[config.mk]
export PLATFORM = sky130hd
export DESIGN_NAME = uart_tx_arbiter
export DESIGN_NICKNAME = d
export VERILOG_FILES = /design/src/rtl/uart_tx_arbiter.sv
export SDC_FILE = /design/constraint.sdc
export NUM_CORES = 1
export LEC_CHECK = 0
export ABC_AREA = 1
export BUFFER_PORTS_ARGS = -buffer_cell sky130_fd_sc_hd__clkbuf_2
export CAP_MARGIN = 20
export CORE_AREA = 2 2 85 87
export DETAILED_ROUTE_END_ITERATION = 12
export DIE_AREA = 0 0 87 89
export PLACE_DENSITY_LB_ADDON = 0.05
export SLEW_MARGIN = 10
export SYNTH_ARGS = -nofsm -noshare
export SYNTH_HDL_FRONTEND = slang
export SYNTH_SLANG_ARGS = --single-unit
[constraint.sdc]
create_clock -name clk -period 3.2 [get_ports clk]
set_input_delay 0.16 -clock clk [delete_from_list [all_inputs] [get_ports clk]]
set_output_delay 0.16 -clock clk [all_outputs]
set_load 0.01 [all_outputs]
[src/rtl/uart_tx_arbiter.sv]
// uart_tx_arbiter: round-robin, packet-granular sharing of one serial transmitter among byte-stream requesters
module uart_tx_arbiter #(
  parameter int NUM_REQ = 4,
  parameter int DATA_WIDTH = 8,
  parameter int MAX_BURST = 16,
  parameter int IDLE_TIMEOUT = 1024,
  localparam int GW = $clog2(NUM_REQ),
  localparam int BW = $clog2(MAX_BURST + 1),
  localparam int IW = $clog2(IDLE_TIMEOUT + 1)
) (
  input  logic                          clk,
  input  logic                          rstn,
  input  logic [NUM_REQ*DATA_WIDTH-1:0] req_data,
  input  logic [NUM_REQ-1:0]            req_valid,
  input  logic [NUM_REQ-1:0]            req_last,
  output logic [NUM_REQ-1:0]            req_ready,
  output logic [DATA_WIDTH-1:0]         tx_data,
  output logic                          tx_valid,
  input  logic                          tx_ready,
  output logic [GW-1:0]                 grant_id,
  output logic                          busy,
  output logic                          evt_timeout
);
  typedef enum logic {IDLE, GRANT} state_t;
  state_t state_q, state_d;
  logic [GW-1:0] grant_id_q, grant_id_d, winner;
  logic [DATA_WIDTH-1:0] tx_data_q, tx_data_d;
  logic tx_valid_q, tx_valid_d, evt_timeout_q, evt_timeout_d;
  logic [BW-1:0] burst_cnt_q, burst_cnt_d;
  logic [IW-1:0] idle_cnt_q, idle_cnt_d;
  logic any_valid, open, take, stall;
  // grantee may hand over a byte only when the holding register is empty
  assign open = (state_q == GRANT) && !tx_valid_q;
  assign take = open && req_valid[grant_id_q];
  assign stall = open && !req_valid[grant_id_q];
  assign req_ready = open ? (NUM_REQ'(1) << grant_id_q) : '0;
  assign tx_data = tx_data_q;
  assign tx_valid = tx_valid_q;
  assign grant_id = grant_id_q;
  assign busy = (state_q == GRANT) || tx_valid_q;
  assign evt_timeout = evt_timeout_q;
  // round-robin scan starting just after the previous grantee
  always_comb begin
    winner = grant_id_q;
    any_valid = 1'b0;
    for (int k = 1; k <= NUM_REQ; k++) begin
      if (!any_valid && req_valid[(int'(grant_id_q) + k) % NUM_REQ]) begin
        winner = GW'((int'(grant_id_q) + k) % NUM_REQ);
        any_valid = 1'b1;
      end
    end
  end
  // next-state: arbitration, byte capture, burst cap and stall timeout
  always_comb begin
    state_d = state_q;
    grant_id_d = grant_id_q;
    tx_data_d = tx_data_q;
    tx_valid_d = tx_valid_q && !tx_ready;
    burst_cnt_d = burst_cnt_q;
    idle_cnt_d = idle_cnt_q;
    evt_timeout_d = 1'b0;
    if (state_q == IDLE) begin
      if (any_valid) begin
        state_d = GRANT;
        grant_id_d = winner;
        burst_cnt_d = '0;
        idle_cnt_d = '0;
      end
    end else if (take) begin
      tx_data_d = req_data[grant_id_q*DATA_WIDTH +: DATA_WIDTH];
      tx_valid_d = 1'b1;
      burst_cnt_d = burst_cnt_q + 1'b1;
      idle_cnt_d = '0;
      if (req_last[grant_id_q] || burst_cnt_q == BW'(MAX_BURST - 1)) state_d = IDLE;
    end else if (stall) begin
      if (idle_cnt_q == IW'(IDLE_TIMEOUT - 1)) begin
        state_d = IDLE;
        evt_timeout_d = 1'b1;
      end else begin
        idle_cnt_d = idle_cnt_q + 1'b1;
      end
    end
  end
  // state register; reset parks the pointer on the last requester so requester 0 wins first
  always_ff @(posedge clk) begin
    if (!rstn) begin
      state_q <= IDLE;
      grant_id_q <= GW'(NUM_REQ - 1);
      tx_data_q <= '0;
      tx_valid_q <= 1'b0;
      burst_cnt_q <= '0;
      idle_cnt_q <= '0;
      evt_timeout_q <= 1'b0;
    end else begin
      state_q <= state_d;
      grant_id_q <= grant_id_d;
      tx_data_q <= tx_data_d;
      tx_valid_q <= tx_valid_d;
      burst_cnt_q <= burst_cnt_d;
      idle_cnt_q <= idle_cnt_d;
      evt_timeout_q <= evt_timeout_d;
    end
  end
endmodule

==> impl_summary.log <==
INFO  metric worst_hold_path_type = input pin to flip-flop
INFO  metric result_of_the_run = complete, no violations
INFO  metric final_min_period_over_clock_period = 0.763
INFO  metric finalSetupTns = 0 ns
INFO  metric insertion_delay_of_the_later_clocked_pin_in_the_worst_skew_pair = 0.29 ns
INFO  metric critical_path.startpoint_type = flip-flop
INFO  metric antenna_found_initial = 0
INFO  metric antenna_violating_nets_post_route = 0
INFO  metric dp_hpwl = 4.46 mm
INFO  metric synth-seq-area-share = 0.292
INFO  metric final.setup.worst_slack = 0.758 ns
INFO  metric fin_cells = 456
INFO  metric n_antenna_cell = 0
INFO  metric coreArea = 0.00672 mm2
INFO  metric final_hold_viol_count = 0
INFO  metric critical_path_class = flip-flop to flip-flop
INFO  metric vdd.ir_drop.worst = 0.000295 V
INFO  metric slew_headroom = 0.708
INFO  metric worst-slew-pin-transition = 0.438 ns
INFO  metric cell_area_after_synthesis = 0.00199 mm2
INFO  metric place_congestion = 0.819
INFO  metric grt_setup_unrepaired = false
INFO  metric port_buffers = 59
INFO  metric clk_sink_count = 29
INFO  metric firstDrtPassIters = 4
INFO  metric postSynthCellCount = 320
INFO  metric grtUsageTotal = 0.167
INFO  metric detailroute.via_count = 2230
INFO  metric setup_buffers_after_cts = 0
INFO  metric design_area = 0.00241 mm2
INFO  metric grt_pass1_vias = 2147
INFO  metric drt_iter0_markers = 122
INFO  metric required = 3.42 ns
INFO  metric final.fill_count = 739
INFO  metric y_dimension_of_the_die = 89 um
INFO  metric period_needed = 2.44 ns
INFO  metric netlist-cell-type-count = 30
INFO  metric regArea = 581 um2
INFO  metric grt_max_degree = 26
INFO  metric synth.net_count = 370
INFO  metric setup_viol = 0
INFO  metric cp_max_fo = 25
INFO  metric cts_resized = 0
INFO  metric global_route_wire_length_before_repair = 10.2 mm
INFO  metric maxCapViolCount = 0
INFO  metric leakagePower = 0.00112 uW
INFO  metric post_route_cells_drive_above_1_share = 0.239
INFO  metric placementRows = 30
INFO  metric pre_cts_slack = 0.775 ns
INFO  metric synthToLayoutAreaGrowth = 21.6%
INFO  metric timing_max_transition_violations_final = 0
INFO  metric synth.yosys.warnings = 0
INFO  metric arrival = 2.66 ns
INFO  metric drt-wirelength-per-cell = 13.2 um
INFO  metric fin_skew = 0.00572 ns
INFO  metric max_freq = 410 MHz
INFO  metric cts.root.buffer_cell = sky130_fd_sc_hd__clkbuf_8
INFO  metric tritoncts = done
INFO  metric cts_hold_repair.buffers = 0
INFO  metric grt-ovfl-total = 0
INFO  metric area_of_placed_instances = 0.00233 mm2
INFO  metric cts_bufs_inserted = 5
INFO  metric postRouteWirelength = 6.04 mm
INFO  metric vias_per_cell = 4.89
INFO  metric final_nets = 425
INFO  metric p_per_area = 717 mW/mm2
INFO  metric pin_count = 60
INFO  metric average_footprint_of_a_synthesized_cell = 6.21 um2
INFO  metric ctsHtreeMaxLevel = 2
INFO  metric die_x_extent = 87 um
INFO  metric critPathCaptureType = flip-flop
INFO  metric initial_core_util = 0.296
INFO  metric clk_path_buf_depth = 2
INFO  metric ys_seq_elements = 29
INFO  metric multi_input_area = 0.00121 mm2
INFO  metric remaining_drc_errors = 0
INFO  metric clkTransAtPathRegs = 0.07 ns
INFO  metric post-place-cells = 448
INFO  metric layout.cells.most_common = sky130_fd_sc_hd__nand2_1
INFO  metric fp.dieArea = 0.00774 mm2
INFO  metric mostFrequentLayoutCells = sky130_fd_sc_hd__nand2_1, sky130_fd_sc_hd__clkbuf_2, sky130_fd_sc_hd__nor2_1
-- Yosys cell counts --
library cell,number,share of area
sky130_fd_sc_hd__or2_2,2,0.0063
sky130_fd_sc_hd__a21oi_1,14,0.035
sky130_fd_sc_hd__inv_1,27,0.051
sky130_fd_sc_hd__nor2_4,1,0.0057
sky130_fd_sc_hd__buf_1,1,0.0019
sky130_fd_sc_hd__nor2_1,57,0.11
sky130_fd_sc_hd__ha_1,7,0.044
sky130_fd_sc_hd__nand3b_1,1,0.0038
sky130_fd_sc_hd__buf_4,1,0.0038
sky130_fd_sc_hd__nand3_2,1,0.0050
sky130_fd_sc_hd__xor2_1,2,0.0088
sky130_fd_sc_hd__nand2_2,4,0.013
sky130_fd_sc_hd__o21ai_0,28,0.071
sky130_fd_sc_hd__nand4_1,4,0.013
sky130_fd_sc_hd__clkbuf_1,7,0.013
sky130_fd_sc_hd__inv_2,6,0.011
sky130_fd_sc_hd__nand2_1,62,0.12
sky130_fd_sc_hd__a21oi_2,2,0.0088
sky130_fd_sc_hd__buf_6,2,0.011
sky130_fd_sc_hd__nand3_1,40,0.10
sky130_fd_sc_hd__o31ai_1,1,0.0038
sky130_fd_sc_hd__nand3_4,1,0.0088
sky130_fd_sc_hd__o21bai_1,2,0.0076
sky130_fd_sc_hd__nor2_2,3,0.0095
sky130_fd_sc_hd__o22ai_1,8,0.025
sky130_fd_sc_hd__o211ai_1,1,0.0038
sky130_fd_sc_hd__buf_2,3,0.0076
sky130_fd_sc_hd__xnor2_1,1,0.0044
sky130_fd_sc_hd__dfxtp_1,29,0.29
sky130_fd_sc_hd__nor3_1,2,0.0050
-- where the power goes --
group	leakage [uW]	internal [uW]	switching, uW	total [uW]
clock network	0.0000439	150	164	314
registers	0.000237	435	69.0	504
logic	0.000843	311	603	914
total	0.00112	896	836	1730
-- metal layers --
layer | vias to the layer above | routed length [um] | GRT usage | part of all wire
li1 | 1161 | - | - | -
met1 | 996 | 2860 | 0.216 | 0.47
met2 | 62 | 2770 | 0.277 | 0.46
met3 | 11 | 276 | 0.0379 | 0.046
met4 | 0 | 126 | 0.0568 | 0.021
met5 | - | 0 | 0 | 0
-- final cells by class --
class | count | share of cell area
sequential | 29 | 0.240
multi-input combinational | 244 | 0.499
clock inverter | 3 | 0.00725
clock buffer | 5 | 0.0285
tap | 80 | 0.0415
timing repair buffer | 62 | 0.132
inverter | 33 | 0.0513
-- registers in the layout (all words and copies together), names as in the netlist --
name,flops
burst_cnt_q,5
grant_id,2
evt_timeout,1
idle_cnt_q,11
state_q,1
tx_valid,1
tx_data,8
-- kinds of logic (layout without fill, tap and decap cells) --
family | Yosys count | after routing | share of synthesized area
adders and majority gates | 7 | 7 | 0.0441
DFF | 29 | 29 | 0.292
buffers and inverters | 47 | 103 | 0.100
AOI/OAI and AO/OA | 56 | 56 | 0.155
and+or+nand+nor | 178 | 178 | 0.395
xor gates and xnor gates | 3 | 3 | 0.0132
-- metrics by stage --
step                power [uW]   util  hold WS [ns]
CTS                       1760  0.359         0.171
global placement          1440  0.347         0.423
floorplan                 1180      -         0.323
detailed placement        1440  0.347         0.428
finish                    1730  0.359         0.158
global route              1910  0.359         0.189
-- critical path, stage by stage, from the launching register on --
cell and delay, ns:
sky130_fd_sc_hd__dfxtp_1 0.58, sky130_fd_sc_hd__inv_2 0.27, sky130_fd_sc_hd__ha_1 0.39, sky130_fd_sc_hd__inv_1 0.12, sky130_fd_sc_hd__nand3_1 0.08, sky130_fd_sc_hd__nand2_1 0.13
sky130_fd_sc_hd__nand2_2 0.08, sky130_fd_sc_hd__nor2_4 0.12, sky130_fd_sc_hd__nand3_4 0.19, sky130_fd_sc_hd__nand2_2 0.22, sky130_fd_sc_hd__nand2_1 0.07, sky130_fd_sc_hd__a21oi_1 0.12
-- final timing paths --
kind                                             startpoint                          end  slack (ns)  depth (start not counted)
worst max register to register     grant_id[0]$_SDFFE_PN1P_   idle_cnt_q[4]$_SDFFE_PN0P_        0.76                         11
worst max-delay path               grant_id[0]$_SDFFE_PN1P_   idle_cnt_q[4]$_SDFFE_PN0P_        0.76                         11
worst min register to register  idle_cnt_q[10]$_SDFFE_PN0P_  idle_cnt_q[10]$_SDFFE_PN0P_        0.45                          2
worst min-delay path                               tx_ready          tx_valid$_SDFF_PN0_        0.16                          4
Power figures use the tool's default switching activity.
